File: src/rtl/pe_cfg_loader.sv
// Configuration front end for a row of PEs: steers a valid/ready instruction stream
// into per-PE config buffers via one-hot init strobes, then broadcasts a bounded run window.
module pe_cfg_loader #(
  parameter int PE_INST_W = 28,
  parameter int NUM_PE    = 4,
  parameter int BUF_DEPTH = 8,
  parameter int CNT_W     = 8
) (
  input  logic                 clk,
  input  logic                 rst,
  input  logic                 load_start,
  input  logic                 run_start,
  input  logic [CNT_W-1:0]     run_len,
  input  logic                 cfg_valid,
  input  logic [PE_INST_W-1:0] cfg_data,
  input  logic                 cfg_last,
  output logic                 cfg_ready,
  output logic [PE_INST_W-1:0] pe_inst,
  output logic [NUM_PE-1:0]    pe_init,
  output logic                 pe_run,
  output logic                 pe_rst,
  output logic                 busy,
  output logic                 loaded,
  output logic                 done,
  output logic                 err
);

  localparam int W = NUM_PE * BUF_DEPTH;
  localparam logic [CNT_W-1:0] WC_LAST   = CNT_W'(W - 1);
  localparam logic [CNT_W-1:0] SLOT_LAST = CNT_W'(BUF_DEPTH - 1);
  localparam logic [CNT_W-1:0] DEPTH_C   = CNT_W'(BUF_DEPTH);

  typedef enum logic [2:0] {IDLE, CLR, LOAD, READY, RUN} state_t;

  state_t                 state, state_n;
  logic [CNT_W-1:0]       wc, wc_n, slot, slot_n, rc, rc_n;
  logic [NUM_PE-1:0]      pe_oh, pe_oh_n;
  logic [NUM_PE-1:0]      pe_init_n;
  logic [PE_INST_W-1:0]   pe_inst_n;
  logic                   err_n, done_n, pe_run_n;
  logic                   accept;
  logic [CNT_W-1:0]       run_sat;

  // A PE must never replay past the end of its buffer.
  function automatic logic [CNT_W-1:0] sat_run_len(input logic [CNT_W-1:0] len);
    return (len > DEPTH_C) ? DEPTH_C : len;
  endfunction

  assign accept  = cfg_valid & cfg_ready;
  assign run_sat = sat_run_len(run_len);

  always_ff @(posedge clk) begin
    if (!rst) begin
      state <= IDLE;
      wc    <= '0;
      slot  <= '0;
      rc    <= '0;
      pe_oh <= '0;
    end else begin
      state <= state_n;
      wc    <= wc_n;
      slot  <= slot_n;
      rc    <= rc_n;
      pe_oh <= pe_oh_n;
    end
  end

  always_comb begin
    state_n   = state;
    wc_n      = wc;
    slot_n    = slot;
    rc_n      = rc;
    pe_oh_n   = pe_oh;
    pe_init_n = '0;
    pe_inst_n = pe_inst;
    err_n     = err;
    done_n    = 1'b0;
    pe_run_n  = 1'b0;
    case (state)
      IDLE: begin
        if (load_start) begin
          state_n = CLR;
          err_n   = 1'b0;
        end else if (run_start) begin
          err_n = 1'b1;
        end
      end
      CLR: begin
        state_n = LOAD;
        wc_n    = '0;
        slot_n  = '0;
        pe_oh_n = NUM_PE'(1);
      end
      LOAD: begin
        if (accept) begin
          pe_inst_n = cfg_data;
          pe_init_n = pe_oh;
          wc_n      = (wc == WC_LAST) ? wc : wc + 1'b1;
          if (slot == SLOT_LAST) begin
            slot_n  = '0;
            pe_oh_n = pe_oh << 1;
          end else begin
            slot_n = slot + 1'b1;
          end
          // cfg_last must coincide exactly with the final word of the row.
          if (cfg_last != (wc == WC_LAST)) begin
            err_n   = 1'b1;
            state_n = IDLE;
          end else if (cfg_last) begin
            state_n = READY;
          end
        end
      end
      READY: begin
        if (load_start) begin
          state_n = CLR;
          err_n   = 1'b0;
        end else if (run_start) begin
          if (run_sat == '0) begin
            done_n = 1'b1;
          end else begin
            state_n  = RUN;
            pe_run_n = 1'b1;
            rc_n     = run_sat - 1'b1;
          end
        end
      end
      RUN: begin
        // rc counts the pe_run cycles still owed after the current one.
        if (rc != '0) begin
          pe_run_n = 1'b1;
          rc_n     = rc - 1'b1;
        end else begin
          done_n  = 1'b1;
          state_n = READY;
        end
      end
      default: state_n = IDLE;
    endcase
  end

  always_ff @(posedge clk) begin
    if (!rst) begin
      cfg_ready <= 1'b0;
      pe_inst   <= '0;
      pe_init   <= '0;
      pe_run    <= 1'b0;
      pe_rst    <= 1'b1;
      busy      <= 1'b0;
      loaded    <= 1'b0;
      done      <= 1'b0;
      err       <= 1'b0;
    end else begin
      cfg_ready <= (state_n == LOAD);
      pe_inst   <= pe_inst_n;
      pe_init   <= pe_init_n;
      pe_run    <= pe_run_n;
      pe_rst    <= (state_n == CLR);
      busy      <= (state_n == LOAD) || (state_n == RUN);
      loaded    <= (state_n == READY);
      done      <= done_n;
      err       <= err_n;
    end
  end

endmodule

File: config.mk
export PLATFORM = sky130hd
export DESIGN_NAME = pe_cfg_loader
export DESIGN_NICKNAME = d
export VERILOG_FILES = /design/src/rtl/pe_cfg_loader.sv
export SDC_FILE = /design/constraint.sdc
export NUM_CORES = 1
export LEC_CHECK = 0
export CORE_AREA = 2 2 103 105
export DETAILED_ROUTE_END_ITERATION = 10
export DIE_AREA = 0 0 105 107
export GPL_TIMING_DRIVEN = 0
export PLACE_DENSITY_LB_ADDON = 0.12
export RECOVER_POWER = 25
export SLEW_MARGIN = 20
export SYNTH_ARGS = -nofsm -noshare
export SYNTH_HDL_FRONTEND = slang
export SYNTH_SLANG_ARGS = --single-unit
File: constraint.sdc
create_clock -name clk -period 2.3 [get_ports clk]
set_clock_uncertainty 0.15 [all_clocks]
set_input_delay 0.46 -clock clk [delete_from_list [all_inputs] [get_ports clk]]
set_output_delay 0.46 -clock clk [all_outputs]
set_load 0.05 [all_outputs]
==> out/metrics.csv <==
metric;value;unit
synthCells;361;
clock.fmax;449;MHz
insertion_delay;340;ps
clockRootBuffer;clkbuf_8;
p_per_area;587;mW/mm^2
dpl_cell_area;0.00397;mm^2
rsz0062_at_grt;false;
fillers;1064;
routabilityCongestion;0.790;
clk_pin_slew_worst_paths;80;ps
regArea;0.00140;mm^2
tritoncts;built;
setup_viol;0;
syn-cell-area;0.00300;mm^2
multi_input_area;0.00155;mm^2
wire_per_inst;13.0;um
finalCritPeriodShare;96.9;%
num_antenna_cells;0;
ir_worst_vdd;0.248;mV
syn2layout_area_growth;41.3;%
drcViolationCount;0;
finalCriticalPeriod;2230;ps
grt_pass1_vias;2604;
cp-start-kind;input pin;
antenna_found_initial;0;
placementRows;37;
clock_sinks;70;
wirelength;7.78;mm
tightest_slew;605;ps
critPathRequiredTime;2350;ps
place.detailed.hpwl;5.68;mm
finalMaxSlewViolations;0;
total_power;2.49;mW
ys.flop_type;dfxtp_1;
drt_iter0_drc;80;
grt_overflow;0;
layout_common_cells;nand2_1, dfxtp_1, clkdlybuf4s50_1;
finalHoldViolations;0;
status;completed;
synthArstFlopShare;0;%
io_pins;81;
grt_pass1_wl;12.7;mm
post_drt_via_cell_ratio;4.69;
arrival;2280;ps
grt_max_degree;14;
layout-drive-gt1-share;9.98;%
final_core_util;42.0;%
worstSetupPathType;input pin to flip-flop;
layout_commonest_cell;nand2_1;
firstDrtPassIters;4;
avgSynthCellArea;8.31;um^2
slew_headroom;59.7;%
ys_types;48;
clockBufferDepth;2;
maxCapViolCount;0;
drtAntennaViolNets;0;
crit_fanout;7;
hold_class;flip-flop to flip-flop;
cp-end-kind;flip-flop;
synth_nets;406;
htree_levels;3;
start_util;29.7;%
leakagePower;1.45;nW
synth-seq-cells;70;
yosysWarnings;0;
vias;2799;
design.core.area;0.0101;mm^2
synth_edf_count;0;
layout.nets;501;
dieWidth;105;um
die-area;0.0112;mm^2
yosysSeqAreaShare;46.7;%
hold_buffers;0;
portBuffers;80;
cts_inserted_buffers;9;
grtUsageTotal;14.1;%
die-height;107;um
stdcell_area;0.00424;mm^2
==> final cells by class <==
type,count,area share (%)
Sequential cell,70,33.1
Clock buffer,9,2.92
Clock inverter,7,1.71
Multi-Input combinational cell,269,36.6
Inverter,6,0.531
Tap cell,136,4.02
Timing Repair Buffer,85,19.6
Buffer,15,1.51
==> cell usage after synthesis, types with 2 or more instances <==
master / number / area, um^2
nor3_1: 6 / 30.0
a211oi_1: 8 / 60.1
and3b_1: 2 / 17.5
a22oi_1: 3 / 22.5
mux2i_1: 2 / 20.0
or3_1: 3 / 18.8
and4bb_1: 2 / 25.0
and3_1: 5 / 31.3
dfxtp_1: 70 / 1400
xor2_1: 5 / 43.8
a21oi_1: 43 / 215
a31oi_1: 2 / 12.5
ha_1: 3 / 37.5
a2111oi_2: 5 / 75.1
xnor2_1: 9 / 78.8
and2_1: 4 / 25.0
nand3_1: 13 / 65.1
nand2_1: 78 / 293
o21ai_1: 5 / 25.0
nand4_1: 7 / 43.8
inv_1: 4 / 15.0
o21ai_0: 7 / 35.0
nor2_1: 32 / 120
clkbuf_1: 13 / 48.8
or3b_1: 2 / 17.5
or4_1: 5 / 37.5
buf_2: 2 / 10.0
==> worst max-delay path, cell delays in order <==
cell and delay (ps):
clkdlybuf4s50_1 440, or4_4 590, o211ai_4 240, o21a_1 320, or3_1 160, a31oi_1 60
==> per-stage QoR <==
stage / cells / hold slack, ps / setup TNS [ps] / setup WS, ps
floorplan: 361 / 269 / 0 / 165
global placement: 577 / 284 / -11800 / -511
detailed placement: 577 / 292 / -11540 / -538
CTS: 598 / 306 / 0 / 20.9
global route: 597 / 325 / 0 / 1.49
finish: 597 / 301 / 0 / 72.4
==> logic make-up after synthesis <==
logic type,Yosys count,synth area share [%]
DFF,70,46.7
adders and majority gates,3,1.25
buffers and inverters,22,2.84
AOI/OAI and AO/OA,84,18.3
muxes,2,0.668
and+or+nand+nor,166,26.1
xor gates and xnor gates,14,4.09
==> what timing repair did <==
| item | CTS | global route |
|---|---|---|
| gates resized for setup | 3 | 16 |
| buffers inserted | 5 | 0 |
| setup endpoints to repair | 9 | 41 |
| pin swaps | 1 | 0 |
| cloned | 0 | 0 |
==> metal layers <==
| metal | track usage [%] | part of all wire, % | vias to the layer above |
|---|---|---|---|
| li1 | - | - | 1453 |
| met1 | 18.0 | 48 | 1308 |
| met3 | 3.34 | 3.1 | 2 |
| met4 | 5.62 | 0.49 | 0 |
| met5 | 0 | 0 | - |
| met2 | 23.1 | 48 | 36 |
==> registers in the layout, summed over array words and instances (netlist names) <==
register / cells
done: 1
wc: 8
pe_inst: 28
loaded: 1
rc: 8
cfg_ready: 1
pe_run: 1
pe_oh: 4
pe_rst: 1
slot: 8
err: 1
pe_init: 4
state: 3
busy: 1
==> report_power, final <==
| part | switching [mW] | internal, mW |
|---|---|---|
| Sequential | 0.0120 | 1.23 |
| Combinational | 0.138 | 0.113 |
| Clock | 0.491 | 0.504 |
| Total | 0.641 | 1.85 |
==> final timing paths <==
check             cells after the start  startpoint          to  slack, ps
setup reg to reg                      5       rc[0]      pe_rst        120
hold reg to reg                       2  pe_inst[3]  pe_inst[3]        300
hold / removal                        2  pe_inst[3]  pe_inst[3]        300
setup / recovery                      6  run_len[7]       rc[2]         70
No activity file was read; power rests on OpenSTA's default activity.
